**src/rtl/div_unit.sv**
```systemverilog
// Iterative RV32M divider: restoring shift-subtract, one quotient bit per cycle.
// Optional DIV_EARLY_OUT_EN: divide-by-zero and signed overflow skip the 32-step loop.
module div_unit (
  input  logic        clk,
  input  logic        rst_n,
  input  logic        in_valid,
  output logic        in_ready,
  input  logic [2:0]  func3,
  input  logic [31:0] operand1,
  input  logic [31:0] operand2,
  output logic        out_valid,
  input  logic        out_ready,
  output logic [31:0] div_out,
  output logic        busy
);

  typedef enum logic [1:0] {StIdle, StCalc, StDone} state_e;

  state_e      state_q;
  logic [4:0]  cnt_q;
  logic [31:0] rem_q;
  logic [31:0] quo_q;
  logic [31:0] dvsr_q;
  logic        q_neg_q;
  logic        r_neg_q;
  logic        is_rem_q;
  logic        out_valid_q;
  logic [31:0] div_out_q;
`ifdef DIV_EARLY_OUT_EN
  logic        early_q;
  logic        ovf;
`endif

  logic        is_signed;
  logic        div_zero;
  logic [31:0] a_mag;
  logic [31:0] b_mag;
  logic [32:0] shifted;
  logic [32:0] diff;
  logic [31:0] step_rem;
  logic [31:0] step_quo;
  logic [31:0] src_quo;
  logic [31:0] src_rem;
  logic [31:0] res;

  always_comb begin
    is_signed = ~func3[0];
    div_zero  = (operand2 == 32'h0);
    a_mag     = (is_signed && operand1[31]) ? (32'h0 - operand1) : operand1;
    b_mag     = (is_signed && operand2[31]) ? (32'h0 - operand2) : operand2;
`ifdef DIV_EARLY_OUT_EN
    ovf       = is_signed && (operand1 == 32'h8000_0000) && (operand2 == 32'hFFFF_FFFF);
`endif
  end

  // The partial remainder is always below the divisor, so the 33rd bit only
  // exists transiently in the shifted value.
  always_comb begin
    shifted  = {rem_q, quo_q[31]};
    diff     = shifted - {1'b0, dvsr_q};
    step_rem = diff[32] ? shifted[31:0] : diff[31:0];
    step_quo = {quo_q[30:0], ~diff[32]};
`ifdef DIV_EARLY_OUT_EN
    src_quo  = early_q ? quo_q : step_quo;
    src_rem  = early_q ? rem_q : step_rem;
`else
    src_quo  = step_quo;
    src_rem  = step_rem;
`endif
    if (is_rem_q) res = r_neg_q ? (32'h0 - src_rem) : src_rem;
    else          res = q_neg_q ? (32'h0 - src_quo) : src_quo;
  end

  always_ff @(posedge clk or negedge rst_n) begin
    if (!rst_n) begin
      state_q     <= StIdle;
      cnt_q       <= 5'd0;
      rem_q       <= 32'h0;
      quo_q       <= 32'h0;
      dvsr_q      <= 32'h0;
      q_neg_q     <= 1'b0;
      r_neg_q     <= 1'b0;
      is_rem_q    <= 1'b0;
      out_valid_q <= 1'b0;
      div_out_q   <= 32'h0;
`ifdef DIV_EARLY_OUT_EN
      early_q     <= 1'b0;
`endif
    end else begin
      unique case (state_q)
        StIdle: begin
          if (in_valid) begin
            state_q  <= StCalc;
            cnt_q    <= 5'd0;
            rem_q    <= 32'h0;
            quo_q    <= a_mag;
            dvsr_q   <= b_mag;
            // A zero divisor must yield all-ones regardless of dividend sign.
            q_neg_q  <= is_signed && (operand1[31] ^ operand2[31]) && !div_zero;
            r_neg_q  <= is_signed && operand1[31];
            is_rem_q <= func3[1];
`ifdef DIV_EARLY_OUT_EN
            early_q  <= div_zero || ovf;
            if (div_zero) begin
              quo_q <= 32'hFFFF_FFFF;
              rem_q <= a_mag;
            end else if (ovf) begin
              quo_q <= 32'h8000_0000;
              rem_q <= 32'h0;
            end
`endif
          end
        end
        StCalc: begin
`ifdef DIV_EARLY_OUT_EN
          if (early_q) begin
            state_q     <= StDone;
            out_valid_q <= 1'b1;
            div_out_q   <= res;
          end else begin
`else
          begin
`endif
            rem_q <= step_rem;
            quo_q <= step_quo;
            cnt_q <= cnt_q + 5'd1;
            if (cnt_q == 5'd31) begin
              state_q     <= StDone;
              out_valid_q <= 1'b1;
              div_out_q   <= res;
            end
          end
        end
        StDone: begin
          if (out_ready) begin
            state_q     <= StIdle;
            out_valid_q <= 1'b0;
            div_out_q   <= 32'h0;
          end
        end
        default: state_q <= StIdle;
      endcase
    end
  end

  assign in_ready  = (state_q == StIdle);
  assign busy      = (state_q != StIdle);
  assign out_valid = out_valid_q;
  assign div_out   = div_out_q;

endmodule

```
**config.mk**
```make
export PLATFORM = sky130hd
export DESIGN_NAME = div_unit
export DESIGN_NICKNAME = d
export VERILOG_FILES = /design/src/rtl/div_unit.sv
export SDC_FILE = /design/constraint.sdc
export NUM_CORES = 1
export LEC_CHECK = 0
export BUFFER_PORTS_ARGS = -buffer_cell sky130_fd_sc_hd__buf_2
export CAP_MARGIN = 30
export CORE_MARGIN = 2
export CORE_UTILIZATION = 66
export DETAILED_ROUTE_END_ITERATION = 10
export HOLD_SLACK_MARGIN = 0.03
export PLACE_DENSITY = 0.88
export SYNTH_ARGS = -nofsm -noshare
export SYNTH_HDL_FRONTEND = slang
export SYNTH_SLANG_ARGS = --single-unit
```
**constraint.sdc**
```tcl
create_clock -name clk -period 8.5 [get_ports clk]
set_clock_uncertainty 0.05 [all_clocks]
set_input_delay 1.275 -clock clk [delete_from_list [all_inputs] [get_ports clk]]
set_output_delay 1.275 -clock clk [all_outputs]
set_load 0.01 [all_outputs]
```
==> results.ini, run 1 <==
[drt]
post_drt_wl_per_cell_um=18.73
top_layer=met4
antenna_left=0
via_per_inst=6.574
wirelength_met1_um=12410
dr_wl_met2_um=14300
drt_iter0_drc=1183
dr.pass1.iters=6
dr_total_vias=10670
drc_errors=0
wl_um=30400
wl_met3_um=2556

[worst_setup_path]
ff2ff_path_depth=24
path_max_fanout=30
rrSetupSlack_ps=2360
cp.required_ps=8770
r2r_end=div_out[26]$_DFFE_PN0P_
worstPathArrival_ps=6400
critPathLaunchType=flop
cp-end-kind=flop
path_class=reg -> reg
r2r_start=quo_q[31]$_DFFE_PN0P_

[placement]
port_buffers=104
pre_cts_ws_ps=2532
place_congestion=0.9469
dpl.hpwl_um=22050

[cells_and_area]
diodes=0
nFillCells=1186
regArea_um2=3478
area_growth_pct=11.16
final_nets=1504
multiInputGateArea_um2=6900
drive_gt1_share_pct=12.51

[clocking]
clock_latency_ps=430
cts_buffers=17
cts_root_buf=clkbuf_16
clock_sinks=139
cts_tree=yes
post_cts_buffers=0
hold_buffers=0
cts_resized=0
cts.path.max_buffers=2
h-tree-depth=4
clkSlewWorstSetupHoldPaths_ps=60

[logic_synthesis]
yosysSeqAreaShare_pct=31.95
synth_area_leaders=dfrtp_1 32%, o21ai_0 7.0%, xnor2_1 5.6%
synth-seq-cells=139
synth_warnings=0
synth_top_area_cell=dfrtp_1
syn-num-nets=1446
synth_cell_types=81
syn_inst=1336
syn_avg_cell_area_um2=8.149
async_reset_ff_share_pct=100.0
syn_area_um2=10890
synth-edff-count=0
yosysTopAreaCellShare_pct=31.95
ys.flop_type=dfrtp_1

[floorplan]
ioPinCount=106
fp.dieW_um=132.4
initial_core_util_pct=68.04
die-area_um2=17540
rows=46
die_y_um=132.4
core_area_um2=16000

[timing]
setup_viol=0
fin_setup_tns_ps=0
hold_viol_final=0
final.period_utilization_pct=72.21
rsz0062_at_grt=false
relSlewSlack_pct=35.19
worstMarginPinSlew_ps=970.1
timing.fmax_mhz=162.9
fin_ws_ps=2362
finalMaxSlewViolations=0
min_period_ps=6138

[worst_hold_path]
whs_path_depth=2
min_path_type=reg -> reg
min_from=dvsr_q[29]$_DFFE_PN0P_
hold-path-endpoint=dvsr_q[29]$_DFFE_PN0P_

[job]
cap_violations=0

[global_route]
grt_pass1_wl_um=49620
grt_overflow_total=0
grt_pass1_vias=9880
grt_max_degree=98
grt_antenna_before_repair=0
grt_util_all_layers_pct=34.84

[outcome]
status=finished clean

cells in the mapped netlist (5+ instances only):
master and instances:
a2111oi_0 5, a21o_1 12, a21oi_1 78, a22oi_1 41, a31oi_1 18, and2_1 5
and3_1 7, clkbuf_1 66, dfrtp_1 139, ha_1 38, inv_1 58, mux2_2 7
mux2i_1 31, nand2_1 149, nand2b_1 15, nand3_1 46, nand4_1 16, nor2_1 91
nor2b_1 5, nor3_1 31, nor4_1 12, o211ai_1 8, o21ai_0 152, o21ai_1 6
o221ai_1 9, o31ai_1 25, o41ai_1 9, or3_1 15, or4_1 10, xnor2_1 69
xor2_1 68
registers in the layout (all words and copies together), names as in the netlist:
signal / cells
cnt_q: 5
quo_q: 32
rem_q: 32
div_out: 32
dvsr_q: 32
r_neg_q: 1
state_q: 2
out_valid: 1
is_rem_q: 1
q_neg_q: 1
final cells by class:
| type | count | share of cell area [%] |
|---|---|---|
| inverters | 59 | 1.830 |
| well taps | 216 | 2.233 |
| multi-input cells | 1062 | 57.02 |
| clock buffers | 20 | 3.774 |
| flip-flops and latches | 139 | 28.74 |
| clock inverters | 12 | 1.334 |
| repair buffers | 115 | 5.066 |
through the flow:
step                area [µm²]  hold WS [ps]  instances  utilization, %
floorplan                10890         399.4       1336               -
global placement         11460         411.4       1589           71.65
detailed placement       11470         419.7       1590           71.70
CTS                      12090         433.9       1622           75.56
global route             12100         446.4       1623           75.63
finish                   12100         425.1       1623           75.63
critical path: stages, from the launching register on:
cell and delay [ps]:
dfrtp_1 510, inv_1 80, ha_1 220, inv_1 70, fa_1 230, nand3_1 160
a21oi_4 240, nor2_4 80, o41ai_4 550, a41oi_4 290, xnor2_4 200, inv_2 460
buf_4 340, nor2_1 60, a21oi_1 250, ha_1 280, nand2_1 70, a21oi_1 190
nand4_1 140, nor2b_1 130, mux2i_1 210, or4_1 510, nand4b_1 210, mux2i_1 150
a221o_1 330
layer usage:
| metal | track usage, % | vias to the layer above |
|---|---|---|
| met5 | 0 | - |
| met4 | 13.56 | 0 |
| li1 | - | 4983 |
| met2 | 56.59 | 531 |
| met3 | 8.314 | 98 |
| met1 | 45.28 | 5058 |
kinds of logic after synthesis:
kind of cell / after synthesis / synth area share, %
AO/OA/AOI/OAI: 419 / 24.79
XOR/XNOR: 138 / 11.17
adder cells (fa/ha/maj): 39 / 4.551
buffers and inverters: 135 / 4.942
flip-flops: 139 / 31.95
multiplexers: 41 / 3.908
AND/OR/NAND/NOR: 425 / 18.69
layout by cell type (no fill, tap or decap), types with 4 or more instances in the layout:
cell type  count
a21oi_1       78
o31ai_1       25
nand2b_1      15
xor2_1        68
nand3_1       46
o21ai_0      152
clkbuf_16     17
a22o_1         4
a31oi_1       17
o41ai_1        9
dfrtp_1      139
nor2_1        89
a21o_1        12
mux2_2         7
o211ai_1       8
and2_1         5
nor2b_1        5
buf_4         10
inv_1         58
and3_1         7
a2bb2oi_1      4
o221ai_1       9
nor4_1        12
and4_1         4
ha_1          38
mux2i_1       31
a22oi_1       41
nand4_1       16
o211a_1        4
or3_1         15
a41oi_1        4
xnor2_1       69
buf_2        103
a2111oi_0      5
nand2_1      148
or4_1         10
o21ai_1        6
nor3_1        31
worst max-delay path by stage:
stage	start	endpoint	slack [ps]
floorplan	quo_q[31]$_DFFE_PN0P_	div_out[26]$_DFFE_PN0P_	3330
global placement	quo_q[31]$_DFFE_PN0P_	div_out[26]$_DFFE_PN0P_	2650
detailed placement	quo_q[31]$_DFFE_PN0P_	div_out[26]$_DFFE_PN0P_	2530
CTS	quo_q[31]$_DFFE_PN0P_	div_out[26]$_DFFE_PN0P_	2490
global route	quo_q[31]$_DFFE_PN0P_	div_out[26]$_DFFE_PN0P_	1990
finish	quo_q[31]$_DFFE_PN0P_	div_out[26]$_DFFE_PN0P_	2360
Power of run 1 is left out: the tool's default activity adds up to more than one toggle a clock period on the data nets, which glitch-free logic cannot reach.
==> inputs of run 2 (changes only) <==
- CORE_UTILIZATION: 66 -> 61
- PLACE_DENSITY: 0.88 -> 0.82
- clock period: 8.5 -> 5.65 ns (I/O delays scaled with it)
==> results.ini, run 2 (synthesis gave the netlist of run 1 again) <==
[drt]
dr.pass1.iters=6  ; unchanged
post_drt_wl_per_cell_um=18.79  ; was 18.73 µm
antenna_left=0  ; unchanged
drc_errors=0  ; unchanged
wl_um=30720  ; was 30,400 µm
dr_total_vias=10624  ; was 10,670
drt_iter0_drc=1078  ; was 1,183
via_per_inst=6.498  ; was 6.574

[floorplan]
die-area_um2=18930  ; was 17,540 µm²
core_area_um2=17360  ; was 16,000 µm²
initial_core_util_pct=62.72  ; was 68.04%
rows=48  ; was 46
ioPinCount=106  ; unchanged
die_y_um=137.6  ; was 132.4 µm
fp.dieW_um=137.6  ; was 132.4 µm

[global_route]
grt_antenna_before_repair=0  ; unchanged
grt_pass1_wl_um=49490  ; was 49,620 µm
grt_max_degree=99  ; was 98
grt_pass1_vias=9776  ; was 9,880
grt_overflow_total=0  ; unchanged
grt_util_all_layers_pct=33.39  ; was 34.84%

[clocking]
cts_tree=yes  ; unchanged
cts.path.max_buffers=2  ; unchanged
clock_sinks=139  ; unchanged
post_cts_buffers=0  ; unchanged
cts_buffers=17  ; unchanged
h-tree-depth=4  ; unchanged
clkSlewWorstSetupHoldPaths_ps=60  ; about the same
cts_root_buf=clkbuf_16  ; unchanged
clock_latency_ps=430  ; about the same
cts_resized=0  ; unchanged
hold_buffers=0  ; unchanged

[worst_setup_path]
path_class=reg -> reg  ; unchanged
critPathLaunchType=flop  ; unchanged
rrSetupSlack_ps=310  ; was 2360 ps
cp-end-kind=flop  ; unchanged
r2r_start=quo_q[31]$_DFFE_PN0P_  ; unchanged
cp.required_ps=5910  ; was 8770 ps
worstPathArrival_ps=5600  ; was 6400 ps
path_max_fanout=9  ; was 30
r2r_end=div_out[26]$_DFFE_PN0P_  ; unchanged
ff2ff_path_depth=22  ; was 24

[timing]
setup_viol=0  ; unchanged
min_period_ps=5344  ; was 6138 ps
rsz0062_at_grt=false  ; unchanged
finalMaxSlewViolations=0  ; unchanged
relSlewSlack_pct=36.58  ; was 35.19%
timing.fmax_mhz=187.1  ; was 162.9 MHz
final.period_utilization_pct=94.58  ; was 72.21%
worstMarginPinSlew_ps=942.7  ; was 970.1 ps
hold_viol_final=0  ; unchanged
fin_setup_tns_ps=0  ; unchanged

[cells_and_area]
mostFrequentLayoutCell=o21ai_0  ; unchanged
regArea_um2=3478  ; unchanged
final_nets=1508  ; was 1,504
diodes=0  ; unchanged
nFillCells=1445  ; was 1,186
drive_gt1_share_pct=12.84  ; was 12.51%
area_growth_pct=10.99  ; was 11.16%
multiInputGateArea_um2=6903  ; was 6900 µm²
final_cell_mix=152 x o21ai_0, 148 x nand2_1, 139 x dfrtp_1  ; unchanged

[placement]
place_congestion=0.9292  ; was 0.9469
dpl.hpwl_um=22420  ; was 22,050 µm
port_buffers=104  ; unchanged

[job]
cap_violations=0  ; unchanged

[outcome]
status=finished clean  ; unchanged

[worst_hold_path]
min_path_type=reg -> reg  ; unchanged
hold-path-endpoint=dvsr_q[18]$_DFFE_PN0P_  ; was dvsr_q[29]$_DFFE_PN0P_
whs_path_depth=2  ; unchanged
min_from=dvsr_q[18]$_DFFE_PN0P_  ; was dvsr_q[29]$_DFFE_PN0P_

[run 2: changes by cell type in the layout (fill, tap and decap cells not counted), sizes merged]
| cell | before | now |
|---|---|---|
| buf | 115 | 119 |
| clkbuf | 20 | 18 |
| inv | 62 | 61 |
| clkinvlp | 3 | 6 |
| bufinv | 3 | 1 |
| clkinv | 3 | 4 |
[run 2: critical path, stage by stage (launching register included)]
cell	delay [ps]
dfrtp_1	350
inv_1	50
ha_1	210
inv_1	80
fa_1	250
nand3_1	160
a21oi_4	240
nor2_4	80
o41ai_4	540
a41oi_4	310
xnor2_4	210
inv_2	160
mux2i_1	300
ha_1	270
nand2_1	60
a21oi_1	190
nand4_1	160
nor2b_1	130
mux2i_1	170
or4_1	490
nand4b_1	220
mux2i_1	170
a221o_1	360
[run 2: worst max path at each step]
stage               slack, ps                       to                  start
floorplan                 480  div_out[26]$_DFFE_PN0P_  quo_q[31]$_DFFE_PN0P_
global placement          550  div_out[26]$_DFFE_PN0P_   rem_q[5]$_DFFE_PN0P_
detailed placement        410  div_out[26]$_DFFE_PN0P_   rem_q[5]$_DFFE_PN0P_
CTS                       350  div_out[26]$_DFFE_PN0P_   rem_q[5]$_DFFE_PN0P_
global route               20  div_out[26]$_DFFE_PN0P_  quo_q[31]$_DFFE_PN0P_
finish                    310  div_out[26]$_DFFE_PN0P_  quo_q[31]$_DFFE_PN0P_
[run 2: cell type report]
class,instances,area share [%]
sequential,139,28.79
clock inverter,13,0.9941
inverter,59,1.833
clock buffer,18,3.635
multi-input combinational,1062,57.13
tap,225,2.330
timing repair buffer,119,5.292
[run 2: metrics by stage]
stage	utilization (%)	cells	instance area (µm²)	hold WS (ps)	setup WS (ps)
6_report	69.62	1635	12080	427.8	306.2
3_5_place_dp	66.34	1603	11510	418.0	409.7
3_3_place_gp	66.34	1603	11510	409.1	546.1
5_1_grt	69.62	1635	12080	450.0	15.56
4_1_cts	69.56	1634	12070	431.1	353.6
2_1_floorplan	-	1336	10890	399.4	484.6
[run 2: per-layer routing]
metal  up-vias  global-route usage [%]  wire (µm)  share of wire (%)
li1       4977                       -          -                  -
met1      5108                   45.16      13160                 43
met2       463                   53.73      14500                 47
met3        76                   6.917       2288                7.4
met4         0                   10.77        779                2.5
met5         -                       0          0                  0
Power of run 2 is left out for the same reason.
==> inputs of run 3 (changes only) <==
- CORE_UTILIZATION: 61 -> 45
- PLACE_DENSITY: 0.82 -> default
==> results.ini, run 3 (synthesis gave the netlist of run 1 again) <==
[floorplan]
initial_core_util_pct=46.11  ; was 62.72%
fp.dieW_um=159.5  ; was 137.6 µm
die-area_um2=25450  ; was 18,930 µm²
die_y_um=159.5  ; was 137.6 µm
ioPinCount=106  ; unchanged
core_area_um2=23610  ; was 17,360 µm²
rows=56  ; was 48

[cells_and_area]
final_nets=1511  ; was 1,508
diodes=0  ; unchanged
drive_gt1_share_pct=13.01  ; was 12.84%
mostFrequentLayoutCell=o21ai_0  ; unchanged
final_cell_mix=152 x o21ai_0, 148 x nand2_1, 139 x dfrtp_1  ; unchanged
area_growth_pct=12.57  ; was 10.99%

[clocking]
cts_resized=0  ; unchanged
clock_sinks=139  ; unchanged
clock_latency_ps=450  ; was 430 ps
hold_buffers=0  ; unchanged
clkSlewWorstSetupHoldPaths_ps=70  ; was 60 ps
h-tree-depth=4  ; unchanged
cts.path.max_buffers=2  ; unchanged
cts_buffers=17  ; unchanged
cts_tree=yes  ; unchanged
post_cts_buffers=0  ; unchanged
cts_root_buf=clkbuf_16  ; unchanged

[timing]
worstMarginPinSlew_ps=999.9  ; was 942.7 ps
fin_setup_tns_ps=0  ; unchanged
timing.fmax_mhz=193.3  ; was 187.1 MHz
relSlewSlack_pct=32.73  ; was 36.58%
min_period_ps=5174  ; was 5344 ps
rsz0062_at_grt=false  ; unchanged
hold_viol_final=0  ; unchanged
setup_viol=0  ; unchanged
finalMaxSlewViolations=0  ; unchanged
final.period_utilization_pct=91.58  ; was 94.58%

[global_route]
grt_max_degree=95  ; was 99
grt_pass1_vias=9465  ; was 9,776
grt_pass1_wl_um=51540  ; was 49,490 µm
grt_util_all_layers_pct=25.10  ; was 33.39%
grt_overflow_total=0  ; unchanged
grt_antenna_before_repair=0  ; unchanged

[placement]
port_buffers=104  ; unchanged
dpl.hpwl_um=23720  ; was 22,420 µm
place_congestion=0.8707  ; was 0.9292

[worst_setup_path]
path_delay_family=compound AO/OA/AOI/OAI gates  ; unchanged
cp-end-kind=flop  ; unchanged
path_max_fanout=10  ; was 9
path_buf_inv=1  ; was 3
ff2ff_path_depth=19  ; was 22
cpMaxStageDelayCell=ha_1  ; was o41ai_4
path_class=reg -> reg  ; unchanged
worstPathArrival_ps=5450  ; was 5600 ps
critPathLaunchType=flop  ; unchanged
worst-path-stages=19  ; was 22
critical_path.cell_chain=ha_1 -> nand4_1 -> a21oi_4 -> nor2_4 -> o41ai_4 -> a41oi_4 -> xnor2_4 -> inv_2 -> mux2i_1 -> ha_1 -> nand2_1 -> a21oi_1 -> nand4_1 -> nor2b_1 -> mux2i_1 -> or4_1 -> nand4b_1 -> mux2i_1 -> a221o_1  ; was inv_1 -> ha_1 -> inv_1 -> fa_1 -> nand3_1 -> a21oi_4 -> nor2_4 -> o41ai_4 -> a41oi_4 -> xnor2_4 -> inv_2 -> mux2i_1 -> ha_1 -> nand2_1 -> a21oi_1 -> nand4_1 -> nor2b_1 -> mux2i_1 -> or4_1 -> nand4b_1 -> mux2i_1 -> a221o_1
cpMostUsedCell=mux2i_1  ; unchanged
cp.required_ps=5920  ; was 5910 ps
slowest_delay_ps=520  ; was 540 ps

[drt]
antenna_left=0  ; unchanged
post_drt_wl_per_cell_um=18.40  ; was 18.79 µm
dr_total_vias=10154  ; was 10,624
via_per_inst=5.859  ; was 6.498
wl_um=31880  ; was 30,720 µm
drc_errors=0  ; unchanged
dr.pass1.iters=5  ; was 6
drt_iter0_drc=700  ; was 1,078

[job]
cap_violations=0  ; unchanged

[worst_hold_path]
min_path_type=in -> async  ; was reg -> reg

[outcome]
status=finished clean  ; unchanged

run 3: cell types whose count changed in the layout (fill, tap and decap cells not counted), moves of 2 or more:
| cell | before | now |
|---|---|---|
| buf_4 | 15 | 17 |
| clkinvlp_4 | 6 | 1 |
| inv_6 | 2 | 4 |
| inv_8 | 0 | 6 |
run 3: worst paths after layout:
check / to / startpoint / slack [ps]
worst max-delay path: div_out[26]$_DFFE_PN0P_ / rem_q[5]$_DFFE_PN0P_ / 480
worst min-delay path: quo_q[26]$_DFFE_PN0P_ / rst_n / 120
worst max register to register: div_out[26]$_DFFE_PN0P_ / rem_q[5]$_DFFE_PN0P_ / 480
worst min register to register: div_out[4]$_DFFE_PN0P_ / div_out[4]$_DFFE_PN0P_ / 420
max in group asynchronous: rem_q[1]$_DFFE_PN0P_ / rst_n / 4100
min in group clk: div_out[4]$_DFFE_PN0P_ / div_out[4]$_DFFE_PN0P_ / 420
run 3: layout make-up:
class / instances / area, µm²
sequential: 139 / 3478
fill: 2329 / 11360
inverter: 59 / 221.5
tap: 319 / 399.1
timing repair buffer: 122 / 681.9
clock inverter: 15 / 148.9
clock buffer: 17 / 425.4
multi-input combinational: 1062 / 6900
run 3: metal layers:
metal,part of all wire (%),vias up,global-route usage [%]
met4,1.1,0,5.537
met3,4.2,30,3.751
met2,47,213,39.77
li1,-,4979,-
met1,48,4932,36.26
met5,0,-,0
run 3: metrics by stage:
stage               cells  hold WS [ps]  setup WS (ps)  utilization [%]  area [µm²]
finish               1733         122.5          475.5            51.90       12260
global route         1733         116.5          96.36            51.90       12260
CTS                  1732         433.1          482.1            51.79       12230
detailed placement   1700         417.2          514.2            49.35       11650
global placement     1699         411.9          613.6            49.32       11650
floorplan            1336         399.4          484.6                -       10890
Power of run 3 is left out for the same reason.
